--- src/rtl/fadd_normalize_stage.sv ---
// Post-add normalization stage of the floating-point adder.
// Stage 1 registers the raw sum together with its leading-zero count, which
// comes from a tree of 4-bit priority encoders. Stage 2 shifts the mantissa
// into normalized form, adjusts the exponent and raises at most one of the
// zero / overflow / underflow flags. Both stages use a valid/ready handshake.
module fadd_normalize_stage #(
  parameter int EXP_W  = 8,
  parameter int MANT_W = 24,
  parameter int SUM_W  = MANT_W + 1
) (
  input  logic              clk,
  input  logic              rst_n,
  input  logic              in_valid,
  output logic              in_ready,
  input  logic              in_sign,
  input  logic [EXP_W-1:0]  in_exp,
  input  logic [SUM_W-1:0]  in_mant,
  output logic              out_valid,
  input  logic              out_ready,
  output logic              out_sign,
  output logic [EXP_W-1:0]  out_exp,
  output logic [MANT_W-1:0] out_mant,
  output logic              out_zero,
  output logic              out_overflow,
  output logic              out_underflow
);

  localparam int NUM_GRP = MANT_W / 4;
  localparam int LZ_W    = $clog2(MANT_W + 1);
  // Largest biased exponent; reaching it on a carry means the result saturates.
  localparam logic [EXP_W:0] EXP_MAX = {1'b0, {EXP_W{1'b1}}};

  // Handshake and pipeline occupancy
  logic s1_valid;
  logic s2_valid;
  logic s1_advance;
  logic in_fire;

  // Stage 1 registers
  logic              s1_sign;
  logic [EXP_W-1:0]  s1_exp;
  logic              s1_carry;
  logic [MANT_W-1:0] s1_mant;
  logic [LZ_W-1:0]   s1_lz;

  // Leading-zero tree
  logic [NUM_GRP-1:0]   grp_nz;
  logic [2*NUM_GRP-1:0] grp_pos;
  logic [LZ_W-1:0]      lz_raw;

  // Stage 2 next-state values
  logic              nxt_sign;
  logic [EXP_W-1:0]  nxt_exp;
  logic [MANT_W-1:0] nxt_mant;
  logic              nxt_zero;
  logic              nxt_overflow;
  logic              nxt_underflow;
  logic [EXP_W:0]    exp_wide;
  logic [EXP_W:0]    exp_inc;
  logic [EXP_W:0]    lz_wide;

  // Stage 1 moves forward whenever stage 2 is empty or being drained this cycle.
  // The upstream side may push whenever stage 1 is empty or is moving forward,
  // so in_ready is combinational from out_ready and a full pipe stalls cleanly.
  assign s1_advance = s1_valid & (~s2_valid | out_ready);
  assign in_ready   = ~s1_valid | ~s2_valid | out_ready;
  assign in_fire    = in_valid & in_ready;
  assign out_valid  = s2_valid;

  // Group 0 is the most significant nibble of the mantissa field; each nibble
  // gets its own priority encoder reporting "any one present" and the position
  // of its leading one.
  genvar g;
  generate
    for (g = 0; g < NUM_GRP; g++) begin : g_enc
      logic [3:0] nib;
      assign nib               = in_mant[MANT_W-1-4*g -: 4];
      assign grp_nz[g]         = |nib;
      assign grp_pos[2*g +: 2] = nib[3] ? 2'd0 :
                                 nib[2] ? 2'd1 :
                                 nib[1] ? 2'd2 : 2'd3;
    end
  endgenerate

  // Group select: the first non-empty nibble from the top sets the count;
  // an all-zero field reports the full mantissa width.
  always_comb begin
    lz_raw = LZ_W'(MANT_W);
    for (int i = NUM_GRP - 1; i >= 0; i--) begin
      if (grp_nz[i]) begin
        lz_raw = LZ_W'(4 * i) + LZ_W'(grp_pos[2*i +: 2]);
      end
    end
  end

  // Stage 1 captures the incoming sum and its leading-zero count.
  always_ff @(posedge clk or negedge rst_n) begin
    if (!rst_n) begin
      s1_valid <= 1'b0;
      s1_sign  <= 1'b0;
      s1_exp   <= '0;
      s1_carry <= 1'b0;
      s1_mant  <= '0;
      s1_lz    <= '0;
    end else if (in_fire) begin
      s1_valid <= 1'b1;
      s1_sign  <= in_sign;
      s1_exp   <= in_exp;
      s1_carry <= in_mant[SUM_W-1];
      s1_mant  <= in_mant[MANT_W-1:0];
      s1_lz    <= lz_raw;
    end else if (s1_advance) begin
      s1_valid <= 1'b0;
    end
  end

  // Exponent work is done one bit wider so increments and comparisons never wrap.
  assign exp_wide = {1'b0, s1_exp};
  assign exp_inc  = exp_wide + (EXP_W + 1)'(1);
  assign lz_wide  = (EXP_W + 1)'(s1_lz);

  // Normalization cases in priority order: carry overflow, carry shift-right,
  // exact zero, underflow flush, then the ordinary left shift.
  always_comb begin
    nxt_sign      = s1_sign;
    nxt_exp       = '0;
    nxt_mant      = '0;
    nxt_zero      = 1'b0;
    nxt_overflow  = 1'b0;
    nxt_underflow = 1'b0;
    if (s1_carry && (exp_inc >= EXP_MAX)) begin
      nxt_exp      = '1;
      nxt_overflow = 1'b1;
    end else if (s1_carry) begin
      nxt_exp  = s1_exp + EXP_W'(1);
      nxt_mant = {s1_carry, s1_mant[MANT_W-1:1]};
    end else if (s1_mant == '0) begin
      nxt_zero = 1'b1;
      nxt_sign = 1'b0;
    end else if (exp_wide <= lz_wide) begin
      nxt_underflow = 1'b1;
    end else begin
      nxt_exp  = s1_exp - EXP_W'(s1_lz);
      nxt_mant = s1_mant << s1_lz;
    end
  end

  // Stage 2 is the output register; it holds its contents while stalled.
  always_ff @(posedge clk or negedge rst_n) begin
    if (!rst_n) begin
      s2_valid      <= 1'b0;
      out_sign      <= 1'b0;
      out_exp       <= '0;
      out_mant      <= '0;
      out_zero      <= 1'b0;
      out_overflow  <= 1'b0;
      out_underflow <= 1'b0;
    end else if (s1_advance) begin
      s2_valid      <= 1'b1;
      out_sign      <= nxt_sign;
      out_exp       <= nxt_exp;
      out_mant      <= nxt_mant;
      out_zero      <= nxt_zero;
      out_overflow  <= nxt_overflow;
      out_underflow <= nxt_underflow;
    end else if (out_ready) begin
      s2_valid <= 1'b0;
    end
  end

endmodule
--- config.mk ---
export PLATFORM = sky130hd
export DESIGN_NAME = fadd_normalize_stage
export DESIGN_NICKNAME = d
export VERILOG_FILES = /design/src/rtl/fadd_normalize_stage.sv
export SDC_FILE = /design/constraint.sdc
export NUM_CORES = 1
export LEC_CHECK = 0
export CORE_AREA = 2 2 133 135
export CTS_CLUSTER_DIAMETER = 200
export CTS_CLUSTER_SIZE = 8
export DETAILED_ROUTE_END_ITERATION = 10
export DIE_AREA = 0 0 135 137
export GPL_ROUTABILITY_DRIVEN = 0
export GPL_TIMING_DRIVEN = 0
export PLACE_DENSITY = 0.56
export SYNTH_ARGS = -nofsm -noshare
export SYNTH_HDL_FRONTEND = slang
export SYNTH_SLANG_ARGS = --single-unit
--- constraint.sdc ---
create_clock -name clk -period 5.35 [get_ports clk]
set_clock_uncertainty 0.1 [all_clocks]
set_input_delay 0.535 -clock clk [delete_from_list [all_inputs] [get_ports clk]]
set_output_delay 0.535 -clock clk [all_outputs]
set_load 0.05 [all_outputs]
# Word-level counts from Yosys, hierarchy flattened
# Cells that the tools add are included.
# totals
regBits,77
latch_bits,0
ram_bits,0
rom_bits,0
in_bits,38
out_inout_bits,38
word_cells,88
mem_count,0
# op_classes
n_addsub,8
multipliers,0
div,0
magnitude_cmp,2
n_eq_ne,0
shifts,1
n_mux,47
n_bitwise,7
reduce_logical,10
# ops
cell,count
two-way mux 24 bit,4
two-way mux 8 bit,4
two-way mux 5 bit,6
logical NOT 24 bit,1
two-way mux 2 bit,12
OR reduction 4 bit,6
<< shifter 24 x 5 -> 24 bit,1
two-way mux 1 bit,21
"adder 4 x 2 -> 5 bit, first input constant",2
"adder 5 x 2 -> 5 bit, first input constant",2
"adder 8 x 1 -> 9 bit, second input constant",1
">= comparator 9 x 8 -> 1 bit, second input constant",1
"adder 8 x 1 -> 8 bit, second input constant",1
less-or-equal comparator 8 x 5 -> 1 bit,1
subtractor 8 x 5 -> 8 bit,1
"adder 3 x 2 -> 4 bit, first input constant",1
nonzero test 2 bit,2
bitwise OR 1 bit,3
bitwise AND 1 bit,2
inverter 1 bit,2
logical AND 1 bit,1

# Depth between registers and ports, before layout
# logic_depth
word_depth,10
mapped_depth,12
mapped_depth_nobuf,10

# Least setup slack after synthesis
# Ideal clock, no wire load.
# synth_path
path_kind,register to register
startpoint,register s1_lz[1]
endpoint,register out_mant[16]
setup_ns,0.126
t_arrival_ns,2.432
required_time_ns,5.124
path_slack_ns,2.692
stages_incl_launch_ff,11
n_path_buf,2
period_less_slack_ns,2.658
cell_sequence,dfrtp_1 buf_2 buf_2 inv_1 fa_1 a211o_1 a21oi_2 nor2b_1 nand2_1 nor2_1 a221o_1
# synth_between
elab_chain_cells,5
elab_cells_between_ends,6
classes_between,1 x order compare; 1 x shift; 4 x mux
# synth_rtl
element,line,text
from (decl),44,logic [LZ_W-1:0] s1_lz;
from (signal assigned),111,s1_lz <= lz_raw;
less-or-equal comparator 8 x 5 -> 1 bit or << shifter 24 x 5 -> 24 bit (tied branches),"140, 144",
two-way mux 24 bit *,140,end else if (exp_wide <= lz_wide) begin
two-way mux 24 bit *,137,end else if (s1_mant == '0) begin
two-way mux 24 bit *,134,end else if (s1_carry) begin
two-way mux 24 bit *,131,if (s1_carry && (exp_inc >= EXP_MAX)) begin
to (signal assigned),162,out_mant <= nxt_mant;
to (decl),22,"output logic [MANT_W-1:0] out_mant,"
# Every way passes the cells marked *; elsewhere a longest branch is shown, timed or not.
# A chain may end at the register's enable or synchronous reset.

# Worst setup path after layout
# layout_path
startpoint,register s1_lz[2]
endpoint,register out_mant[17]
# Same word-level chain as after synthesis.

==> results.json <==
{
  "cts_root_buffer": "clkbuf_16",
  "finalCritPeriodShare_pct": 59.0,
  "clk_latency_ns": 0.35,
  "worst_setup_path_start_kind": "flip-flop",
  "critical_path_class": "reg2reg",
  "drv_cap": 0,
  "port_buffers": 75,
  "utilization_pct": 37.6,
  "cts.sinks": 77,
  "diodes": 0,
  "dr.first_iter.drc_count": 412,
  "antenna_found_initial": 0,
  "crit_buf_inv": 2,
  "rsz0062_at_grt": "no",
  "hold_buffers": 0,
  "syn_inst": 498,
  "hold_class": "in2async",
  "synth.net_count": 544,
  "ys.flop_type": "dfrtp_1",
  "ios": 76,
  "worstRegToRegCells": 9,
  "die_height_um": 137,
  "whs_ns": 0.0238,
  "wl_per_cell_um": 19.6,
  "final.fill_count": 1727,
  "htreeDepth": 3,
  "syn_area_sq_um": 5050,
  "peakVddDrop_uv": 180,
  "ys_seq_elements": 77,
  "status": "completed",
  "critPathSlowestCell": "ha_1",
  "yosysWarningCount": 0,
  "min_period_ns": 3.16,
  "rows": 48,
  "first_global_vias": 4624,
  "grt_usage_pct": 17.9,
  "final_common_cell": "dfrtp_1",
  "drt_pass1_iterations": 5,
  "syn2layout_area_growth_pct": 27.0,
  "grt.overflow.total": 0,
  "worst_slew_pin_slew_ns": 0.602,
  "cp_top_family": "simple AND/OR/NAND/NOR gates",
  "nNetsFinal": 631,
  "critPathMaxStageDelay_ns": 0.46,
  "path_max_fanout": 10,
  "setup_viol": 0,
  "post_cts_buffers": 0,
  "cts_buffer_depth": 2,
  "synth_async_sr_flop_share_pct": 100,
  "num_vias": 4617,
  "yosysUniqueCellTypes": 68,
  "die-area_sq_um": 18500,
  "wl_um": 16000,
  "cts.clk_slew.worst_paths_ns": 0.06,
  "cts_tree": "yes",
  "synth_edf_count": 0,
  "core-area_sq_um": 17100,
  "grt_pass1_wl_um": 25600,
  "drive_above_1_share_pct": 15.8,
  "postRouteAntennaNets": 0,
  "post_cts_resized": 0,
  "crit_chain": "clkinv_1, clkbuf_1, ha_1, nand4b_1, or4_1, nor2b_1, nand2_1, nor2_1, a221o_1",
  "cts_buffers": 9,
  "route.detailed.drc": 0,
  "via_per_inst": 5.67,
  "ys_seq_area_share_pct": 38.2,
  "max_freq_ghz": 0.317,
  "dieWidth_um": 135,
  "slew_viol_final": 0,
  "cellPowerDensity_nw_per_um2": 400,
  "initial_core_util_pct": 29.6,
  "tns_ns": 0,
  "hold_violations": 0,
  "grt_max_degree": 47,
  "cp_num_cells": 9,
  "final_cell_mix": "dfrtp_1, clkdlybuf4s50_1, nand2_1, mux2_2, nor2_1",
  "worstPathRequired_ns": 5.48,
  "crit_path_end_kind": "flip-flop",
  "p_leak_nw": 2.47,
  "dpl.hpwl_um": 12500,
  "max_slew_margin_pct": 59.8,
  "cp.arrival_ns": 3.28,
  "avgSynthCellArea_sq_um": 10.1
}
[path summary, 6_finish.rpt]
check                           slack, ns                  from                  endpoint
worst max-delay path                 2.19  s1_lz[2]$_DFFE_PN0P_  out_mant[17]$_DFFE_PN0P_
worst min-delay path                 0.02                 rst_n     s1_exp[3]$_DFFE_PN0P_
worst max register to register       2.19  s1_lz[2]$_DFFE_PN0P_  out_mant[17]$_DFFE_PN0P_
worst min register to register       0.39  out_sign$_DFFE_PN0P_      out_sign$_DFFE_PN0P_
max in group asynchronous            4.56                 rst_n  out_mant[11]$_DFFE_PN0P_
min in group clk                     0.39  out_sign$_DFFE_PN0P_      out_sign$_DFFE_PN0P_
[cell type report]
| type | count | area [sq um] | share of cell area (%) |
|---|---|---|---|
| flip-flops and latches | 77 | 1930 | 30.1 |
| clock buffers | 9 | 225 | 3.51 |
| multi-input cells | 378 | 2920 | 45.6 |
| repair buffers | 76 | 776 | 12.1 |
| plain buffers | 31 | 156 | 2.44 |
| inverters | 12 | 45.0 | 0.703 |
| clock inverters | 7 | 80.1 | 1.25 |
| well taps | 225 | 282 | 4.39 |
[state kept, by name, indices dropped and copies added (netlist names)]
| name | flops |
|---|---|
| s1_sign | 1 |
| s1_exp | 8 |
| out_overflow | 1 |
| s1_mant | 24 |
| s1_lz | 5 |
| out_exp | 8 |
| out_underflow | 1 |
| s1_valid | 1 |
| out_zero | 1 |
| s1_carry | 1 |
| out_mant | 24 |
| out_valid | 1 |
| out_sign | 1 |
[kinds of logic (layout without fill, tap and decap cells)]
group | Yosys count | count (layout) | synth area share (%)
AND/OR/NAND/NOR | 150 | 150 | 15.4
AO/OA/AOI/OAI | 136 | 136 | 18.9
multiplexers | 78 | 78 | 20.3
flip-flops | 77 | 77 | 38.2
buffers and inverters | 43 | 135 | 3.99
adder cells (fa/ha/maj) | 8 | 8 | 2.13
XOR/XNOR | 6 | 6 | 1.04
[metal layers]
layer	GRT usage [%]	vias up	wire (um)
met4	7.29	0	376
met1	23.9	2286	7080
li1	-	2095	-
met2	27.9	205	7280
met5	0	-	0
met3	4.33	31	1270
[stage by stage]
step                      power [W]  cell area [sq um]  instances  worst slack, ns
after floorplan             0.00154               5050        498             2.69
after global placement      0.00191               6080        798            0.988
after detailed placement    0.00193               6110        799             2.22
after CTS                   0.00257               6410        815             2.20
after global routing        0.00268               6410        815             1.99
final                       0.00257               6410        815             2.19
[cells in the mapped netlist, drive strengths merged (5+ instances only)]
library cell | number | area [sq um]
buf | 15 | 96.3
mux2i | 26 | 260
mux2 | 36 | 405
dfrtp | 77 | 1930
nand2 | 42 | 168
clkbuf | 16 | 60.1
a221o | 13 | 130
mux4 | 16 | 360
and2 | 8 | 50.1
nor2 | 27 | 101
nor3 | 19 | 95.1
nand4 | 7 | 43.8
xor2 | 5 | 43.8
nor2b | 5 | 31.3
o22a | 6 | 52.6
inv | 9 | 33.8
nor4 | 10 | 62.6
o21ai | 37 | 185
o21a | 7 | 52.6
ha | 7 | 87.6
nand3 | 8 | 40.0
a21oi | 22 | 114
a22oi | 14 | 105
a211oi | 5 | 42.5
[power by group]
part	leakage [nW]	switching (W)	internal (W)	total, W
Sequential	0.931	0.000145	0.000701	0.000846
Clock	0.143	0.000268	0.000368	0.000636
Combinational	1.39	0.000648	0.000435	0.00108
No activity file was read; power rests on OpenSTA's default activity.
